$ cat config.mk
export PLATFORM = sky130hd
export DESIGN_NAME = ch_capture_ctrl_flat
export DESIGN_NICKNAME = d
export VERILOG_FILES = /design/src/rtl/ch_pkg.sv /design/src/rtl/ch_capture_ctrl_if.sv /design/src/rtl/ch_rd_pipe.sv /design/src/rtl/ch_capture_ctrl.sv /design/src/flat_wrapper.sv
export SDC_FILE = /design/constraint.sdc
export NUM_CORES = 1
export LEC_CHECK = 0
export CORE_ASPECT_RATIO = 1.75
export CORE_MARGIN = 5
export CORE_UTILIZATION = 52
export CTS_CLUSTER_DIAMETER = 30
export DETAILED_ROUTE_END_ITERATION = 7
export PLACE_DENSITY = 0.9
export SYNTH_ARGS = -nofsm -noshare
export SYNTH_HDL_FRONTEND = slang
export SYNTH_SLANG_ARGS = --single-unit
$ cat constraint.sdc
create_clock -name clk -period 7.79 [get_ports clk]
set_input_delay 1.1685 -clock clk [delete_from_list [all_inputs] [get_ports clk]]
set_output_delay 1.1685 -clock clk [all_outputs]
set_load 0.02 [all_outputs]
$ cat src/rtl/ch_pkg.sv
// Shared definitions for the capture controller: geometry defaults,
// read-latency range and the FSM state encoding.
package ch_pkg;

    localparam int CH_AW         = 11;
    localparam int CH_DW         = 32;
    localparam int CH_RD_LAT_MIN = 1;
    localparam int CH_RD_LAT_MAX = 2;
    localparam int CH_RD_LAT_DEF = 2;

    typedef enum logic [2:0] {
        ST_IDLE      = 3'd0,
        ST_PRE       = 3'd1,
        ST_WAIT_TRIG = 3'd2,
        ST_POST      = 3'd3,
        ST_DONE      = 3'd4,
        ST_READ      = 3'd5
    } ch_state_t;

    // Bound a requested read latency to what the buffer memory supports.
    function automatic int ch_rd_lat_clamp(input int lat);
        if (lat < CH_RD_LAT_MIN) return CH_RD_LAT_MIN;
        if (lat > CH_RD_LAT_MAX) return CH_RD_LAT_MAX;
        return lat;
    endfunction

endpackage

$ cat src/rtl/ch_capture_ctrl_if.sv
// Buffer-memory port bundle between the capture controller and ch_mem_buf.
// Write side is a plain strobe (mem_wren) with no back-pressure; read side
// returns mem_q a fixed number of cycles after mem_rdaddress is presented.
interface ch_capture_ctrl_if #(
    parameter int AW = ch_pkg::CH_AW,
    parameter int DW = ch_pkg::CH_DW
);
    logic [AW-1:0] mem_wraddress;
    logic [DW-1:0] mem_data;
    logic          mem_wren;
    logic [AW-1:0] mem_rdaddress;
    logic [DW-1:0] mem_q;

    modport master (
        output mem_wraddress, mem_data, mem_wren, mem_rdaddress,
        input  mem_q
    );

    modport slave (
        input  mem_wraddress, mem_data, mem_wren, mem_rdaddress,
        output mem_q
    );
endinterface

$ cat src/rtl/ch_rd_pipe.sv
// Valid delay line matching the buffer read latency; flush clears every
// in-flight valid so an aborted readout produces no further words.
module ch_rd_pipe #(
    parameter int LAT = 2
) (
    input  logic clk,
    input  logic rst,
    input  logic i_issue,
    input  logic i_flush,
    output logic o_valid
);
    logic [LAT-1:0] r_vld;

    // Shift issue strobes through LAT stages; flush empties the line.
    always_ff @(posedge clk or posedge rst) begin
        if (rst) begin
            r_vld <= '0;
        end else if (i_flush) begin
            r_vld <= '0;
        end else begin
            r_vld[0] <= i_issue;
            for (int i = 1; i < LAT; i++) begin
                r_vld[i] <= r_vld[i-1];
            end
        end
    end

    assign o_valid = r_vld[LAT-1];
endmodule

$ cat src/rtl/ch_capture_ctrl.sv
// Pre/post-trigger capture controller for an external circular buffer.
// Samples are written while armed; after the trigger the window
// [trig_addr-pre_len, trig_addr+post_len] is read back in time order.
// s_valid is a strobe with no ready: every strobe in a writing state is
// stored in that same cycle.
module ch_capture_ctrl
    import ch_pkg::*;
#(
    parameter int AW     = CH_AW,
    parameter int DW     = CH_DW,
    parameter int RD_LAT = CH_RD_LAT_DEF
) (
    input  logic              clk,
    input  logic              rst,
    input  logic              arm,
    input  logic              abort,
    input  logic [AW-1:0]     pre_len,
    input  logic [AW-1:0]     post_len,
    input  logic              s_valid,
    input  logic [DW-1:0]     s_data,
    input  logic              trig,
    input  logic              rd_start,
    ch_capture_ctrl_if.master mem,
    output logic              o_valid,
    output logic [DW-1:0]     o_data,
    output logic              busy,
    output logic              done,
    output logic [AW-1:0]     trig_addr,
    output ch_state_t         o_dbg_state
);
    localparam int LAT = ch_rd_lat_clamp(RD_LAT);
    localparam int CW  = AW + 1;   // counters must reach 2^AW words

    ch_state_t     r_state;
    ch_state_t     w_nxt_state;
    logic [AW-1:0] r_pre_len;
    logic [AW-1:0] r_post_len;
    logic [AW-1:0] r_wr_ptr;
    logic [AW-1:0] r_rd_ptr;
    logic [AW-1:0] r_trig_addr;
    logic [CW-1:0] r_cnt;

    logic [AW-1:0] w_post_room;
    logic [AW-1:0] w_post_clamped;
    logic [CW-1:0] w_cnt_inc;
    logic [CW-1:0] w_total;
    logic          w_pre_hit;
    logic          w_post_hit;
    logic          w_rd_last;
    logic          w_wren;
    logic          w_issue;
    logic          w_valid;

    // Post length is limited so pre + trigger + post never exceeds the buffer.
    assign w_post_room    = {AW{1'b1}} - pre_len;
    assign w_post_clamped = (post_len > w_post_room) ? w_post_room : post_len;

    assign w_cnt_inc  = r_cnt + CW'(1);
    assign w_total    = {1'b0, r_pre_len} + {1'b0, r_post_len} + CW'(1);
    assign w_pre_hit  = s_valid && (w_cnt_inc == {1'b0, r_pre_len});
    assign w_post_hit = s_valid && (w_cnt_inc == {1'b0, r_post_len});
    assign w_rd_last  = (w_cnt_inc == w_total);

    // State register.
    always_ff @(posedge clk or posedge rst) begin
        if (rst) r_state <= ST_IDLE;
        else     r_state <= w_nxt_state;
    end

    // Next-state logic; abort overrides every other event.
    always_comb begin
        w_nxt_state = r_state;
        if (abort) begin
            w_nxt_state = ST_IDLE;
        end else begin
            unique case (r_state)
                ST_IDLE:      if (arm) w_nxt_state = (pre_len == '0) ? ST_WAIT_TRIG : ST_PRE;
                ST_PRE:       if (w_pre_hit) w_nxt_state = ST_WAIT_TRIG;
                ST_WAIT_TRIG: if (s_valid && trig)
                                  w_nxt_state = (r_post_len == '0) ? ST_DONE : ST_POST;
                ST_POST:      if (w_post_hit) w_nxt_state = ST_DONE;
                ST_DONE:      if (rd_start) w_nxt_state = ST_READ;
                ST_READ:      if (w_rd_last) w_nxt_state = ST_IDLE;
                default:      w_nxt_state = ST_IDLE;
            endcase
        end
    end

    // State-decoded outputs: status flags, write strobe and read issue.
    always_comb begin
        busy    = (r_state != ST_IDLE);
        done    = (r_state == ST_DONE);
        w_wren  = 1'b0;
        w_issue = 1'b0;
        if (!abort) begin
            w_wren  = s_valid && ((r_state == ST_PRE) || (r_state == ST_WAIT_TRIG) ||
                                  (r_state == ST_POST));
            w_issue = (r_state == ST_READ);
        end
    end

    // Datapath: lengths, pointers, counter and trigger address.
    always_ff @(posedge clk or posedge rst) begin
        if (rst) begin
            r_pre_len   <= '0;
            r_post_len  <= '0;
            r_wr_ptr    <= '0;
            r_rd_ptr    <= '0;
            r_trig_addr <= '0;
            r_cnt       <= '0;
        end else if (!abort) begin
            unique case (r_state)
                ST_IDLE: begin
                    if (arm) begin
                        r_pre_len  <= pre_len;
                        r_post_len <= w_post_clamped;
                        r_wr_ptr   <= '0;
                        r_cnt      <= '0;
                    end
                end
                ST_PRE: begin
                    if (s_valid) begin
                        r_wr_ptr <= r_wr_ptr + AW'(1);
                        r_cnt    <= w_pre_hit ? '0 : w_cnt_inc;
                    end
                end
                ST_WAIT_TRIG: begin
                    if (s_valid) begin
                        r_wr_ptr <= r_wr_ptr + AW'(1);
                        if (trig) begin
                            r_trig_addr <= r_wr_ptr;
                            r_cnt       <= '0;
                        end
                    end
                end
                ST_POST: begin
                    if (s_valid) begin
                        r_wr_ptr <= r_wr_ptr + AW'(1);
                        r_cnt    <= w_cnt_inc;
                    end
                end
                ST_DONE: begin
                    if (rd_start) begin
                        r_rd_ptr <= r_trig_addr - r_pre_len;
                        r_cnt    <= '0;
                    end
                end
                ST_READ: begin
                    // The final address is kept so the read port holds it idle.
                    r_cnt <= w_cnt_inc;
                    if (!w_rd_last) r_rd_ptr <= r_rd_ptr + AW'(1);
                end
                default: ;
            endcase
        end
    end

    ch_rd_pipe #(.LAT(LAT)) u_rd_pipe (
        .clk     (clk),
        .rst     (rst),
        .i_issue (w_issue),
        .i_flush (abort),
        .o_valid (w_valid)
    );

    assign mem.mem_wraddress = r_wr_ptr;
    assign mem.mem_data      = s_data;
    assign mem.mem_wren      = w_wren;
    assign mem.mem_rdaddress = r_rd_ptr;

    assign o_valid     = w_valid;
    assign o_data      = w_valid ? mem.mem_q : '0;
    assign trig_addr   = r_trig_addr;
    assign o_dbg_state = r_state;
endmodule
$ cat src/flat_wrapper.sv
// flat-port wrapper written by rule: the top's interface ports become plain ports
module ch_capture_ctrl_flat import ch_pkg::*;
#(
    parameter int AW     = CH_AW,
    parameter int DW     = CH_DW,
    parameter int RD_LAT = CH_RD_LAT_DEF
)
  (clk, rst, arm, abort, pre_len, post_len, s_valid, s_data, trig, rd_start, o_valid, o_data, busy, done, trig_addr, o_dbg_state, mem_mem_wraddress, mem_mem_data, mem_mem_wren, mem_mem_rdaddress, mem_mem_q);
  ch_capture_ctrl_if #(.AW(AW), .DW(DW)) mem_i ();
  input  logic clk;
  input  logic rst;
  input  logic arm;
  input  logic abort;
  input  logic [AW-1:0] pre_len;
  input  logic [AW-1:0] post_len;
  input  logic s_valid;
  input  logic [DW-1:0] s_data;
  input  logic trig;
  input  logic rd_start;
  output logic o_valid;
  output logic [DW-1:0] o_data;
  output logic busy;
  output logic done;
  output logic [AW-1:0] trig_addr;
  output ch_state_t o_dbg_state;
  output wire logic [$bits(mem_i.mem_wraddress)-1:0] mem_mem_wraddress;
  output wire logic [$bits(mem_i.mem_data)-1:0] mem_mem_data;
  output wire logic [$bits(mem_i.mem_wren)-1:0] mem_mem_wren;
  output wire logic [$bits(mem_i.mem_rdaddress)-1:0] mem_mem_rdaddress;
  input wire logic [$bits(mem_i.mem_q)-1:0] mem_mem_q;
  assign mem_mem_wraddress = mem_i.mem_wraddress;
  assign mem_mem_data = mem_i.mem_data;
  assign mem_mem_wren = mem_i.mem_wren;
  assign mem_mem_rdaddress = mem_i.mem_rdaddress;
  assign mem_i.mem_q = mem_mem_q;
  ch_capture_ctrl #(.AW(AW), .DW(DW), .RD_LAT(RD_LAT)) u_core (.clk(clk), .rst(rst), .arm(arm), .abort(abort), .pre_len(pre_len), .post_len(post_len), .s_valid(s_valid), .s_data(s_data), .trig(trig), .rd_start(rd_start), .mem(mem_i), .o_valid(o_valid), .o_data(o_data), .busy(busy), .done(done), .trig_addr(trig_addr), .o_dbg_state(o_dbg_state));
endmodule
==> out/qor.yml <==
outcome: "complete, no violations"
synthFlopType: "dfrtp_1"
numCtsBuffers: 9
cts_tree: "yes"
maxCapViolCount: 0
slew_viol_final: 0
timing.hold.ws_ns: 0.540
synth-simple-area-share: 0.215
synthArstFlopShare: 1.00
fin_crit_sh: 0.525
routed_wl_mm: 19.3
critical_path_arrival_ns: 2.92
syn_to_final_growth_pct: 22.4
min_from: "u_core.u_rd_pipe.r_vld[0]$_DFF_PP0_"
critPathKind: "input port to output port"
reg2reg_to: "u_core.r_cnt[3]$_DFFE_PP0P_"
grt_first_pass_wirelength_mm: 30.8
syn-cell-area_um2: 6280
dr.pass1.iters: 4
diodes: 0
fin_util: 0.644
cpLargestDelayFamily: "buffers and inverters"
postCtsSetupBuffers: 0
place.gp.congestion: 0.987
synth_top_family_by_area: "simple AND/OR/NAND/NOR gates"
synthTopCellsByArea: "dfrtp_1 29%, ha_1 7.0%, o21ai_0 4.9%, buf_4 4.4%, xnor2_1 4.2%"
crit_chain: "clkdlybuf4s50_1 -> nor4_1 -> clkdlybuf4s50_1"
setup_violations: 0
multi_input_area_um2: 3930
cts_root_buffer: "clkbuf_16"
min_path_type: "flip-flop to flip-flop"
start_kind: "input port"
cts.htree.levels: 3
synth.area.mux_share: 0.0458
syn_area_per_cell_um2: 8.59
final_cell_area_um2: 7690
nets: 940
cp_slowest_cell: "clkdlybuf4s50_1"
holdBufCountCts: 0
hold_viol_final: 0
cp_max_fo: 13
timing.setup.tns_ns: 0
ioPinCount: 197
grt_use_total: 0.272
die_area_um2: 14500
power_density_nw_per_um2: 231
route.vias.total: 5905
crit_end: "mem_mem_wren"
rsz0062_at_grt: "no"
grt_pass1_vias: 5961
cp.depth: 3
synth_edf_count: 0
syn_nets: 861
ys_ff_latch: 72
r2r_setup_slack_ns: 4.11
synth.most_common_cell: "dfrtp_1"
fp-row-count: 53
die_h_um: 155
fmax_ghz: 0.244
ys_seq_area_frac: 0.287
clk_latency_ns: 0.34
placed_area_um2: 7410
synth_xor_area_frac: 0.0988
clock_skew_ns: 0.00869
synth_top_cell_area_share: 0.287
wire_per_inst_um: 20.3
ys_top_cells_by_count: "72 x dfrtp_1, 61 x o21ai_0, 56 x nand2_1"
dp_hpwl_mm: 14.9
synthCells: 731
clk_pin_slew_ns: 0.06
grt_max_degree: 73
core_um2: 11900
period_minus_slack_ns: 4.09
drt_iter0_drc: 310
yosys.area.top_type: "dfrtp_1"
power_leakage_uw: 0.00333
initial_core_util: 0.526
cts_resized: 0
slowest_delay_ns: 0.67
crit_required_ns: 6.62
die_width_um: 93.1
worstMarginPinSlew_ns: 1.03
drc: 0
fillers: 953
viasPerCell: 6.20
r2r-start: "u_core.r_cnt[0]$_DFFE_PP0P_"
portBuffers: 132
irDropWorstVdd_uv: 173
path_common_cell: "clkdlybuf4s50_1"
path_buf_inv: 2
ys_warn_count: 0
ff2ff_path_depth: 9
clockBufferDepth: 2
numClockSinks: 72
synth_compound_area_frac: 0.189
drive_gt1_frac: 0.0626
antenna_found_initial: 0
synth.distinct_cells: 70
overflow: 0
startpoint: "abort"
register_area_um2: 1800
endpoint_kind: "output port"
synth_fa_ha_area_frac: 0.0761
timing.slew.headroom: 0.310
antenna_left: 0
## cell families (layout without fill, tap and decap cells)
group	after synthesis	in the layout
AND/OR/NAND/NOR	251	251
AO/OA/AOI/OAI	180	180
buffers and inverters	109	193
flip-flops	72	72
XOR/XNOR	55	55
adder cells (fa/ha/maj)	37	37
multiplexers	27	27
## state kept, by name, summed over array words and instances, names as in the netlist
name / cells
u_core.r_post_len: 11
u_core.trig_addr: 11
u_core.r_cnt: 12
u_core.mem.mem_wraddress: 11
u_core.u_rd_pipe.r_vld: 2
u_core.mem.mem_rdaddress: 11
u_core.r_pre_len: 11
u_core.o_dbg_state: 3
## cells in the final DEF (no fill, tap or decap), types with 4 or more instances in the layout
master	count
xnor2_1	30
xor2_1	15
and2_1	37
mux2i_1	16
nor2_1	33
o22ai_1	6
a211oi_1	7
nor3b_1	6
dfrtp_1	72
o211ai_1	6
nor3_2	4
nor2b_1	12
a31oi_1	8
clkbuf_16	9
nand2_1	56
nand4_1	9
a21o_1	14
xnor3_1	9
nand3_1	22
nor3_1	16
nor4_1	12
o21a_1	6
ha_1	35
and3_1	8
inv_1	40
or3_1	11
o21ai_0	61
nand2b_1	11
clkdlybuf4s50_1	132
mux2_2	10
a21oi_1	37
## where the power goes
group          total, µW  internal, µW  switching, µW
Clock                389           225            164
Combinational        841           388            453
Sequential           549           432            117
Total               1780          1040            734
## layout make-up
type / instances / share of cell area
inverter: 42 / 0.0205
timing repair buffer: 135 / 0.175
clock inverter: 6 / 0.00570
clock buffer: 10 / 0.0311
multi-input combinational: 550 / 0.511
tap: 137 / 0.0223
sequential: 72 / 0.234
## worst reg2reg max path, delay by kind of cell, from the launching register on
family | cells | cell delay, ns
AND/OR/NAND/NOR | 3 | 0.97
AO/OA/AOI/OAI | 4 | 1.47
flip-flops | 1 | 0.58
XOR/XNOR | 1 | 0.21
adder cells (fa/ha/maj) | 1 | 0.37
## routing by layer
layer | vias up | track usage | routed length, µm | part of all wire
li1 | 2724 | - | - | -
met1 | 2811 | 0.297 | 6570 | 0.34
met2 | 267 | 0.472 | 10100 | 0.52
met3 | 103 | 0.0464 | 1180 | 0.061
met4 | 0 | 0.191 | 1460 | 0.076
met5 | - | 0 | 0 | 0
## how the worst min path moves through the flow
stage / endpoint / depth (start not counted)
after global placement: u_core.trig_addr[9]$_DFFE_PP0P_ / 1
after floorplan: u_core.u_rd_pipe.r_vld[1]$_DFF_PP0_ / 1
after CTS: u_core.u_rd_pipe.r_vld[1]$_DFF_PP0_ / 1
final: u_core.u_rd_pipe.r_vld[1]$_DFF_PP0_ / 1
after detailed placement: u_core.u_rd_pipe.r_vld[1]$_DFF_PP0_ / 1
after global routing: u_core.u_rd_pipe.r_vld[1]$_DFF_PP0_ / 1
## through the flow
stage / total power (µW) / setup slack, ns / instances
after floorplan: 1130 / 4.50 / 731
after global placement: 1350 / 3.73 / 936
after detailed placement: 1370 / 3.73 / 936
after CTS: 1770 / 3.71 / 952
after global routing: 1880 / 3.52 / 952
final: 1780 / 3.70 / 952
(Power assumes the default switching activity.)
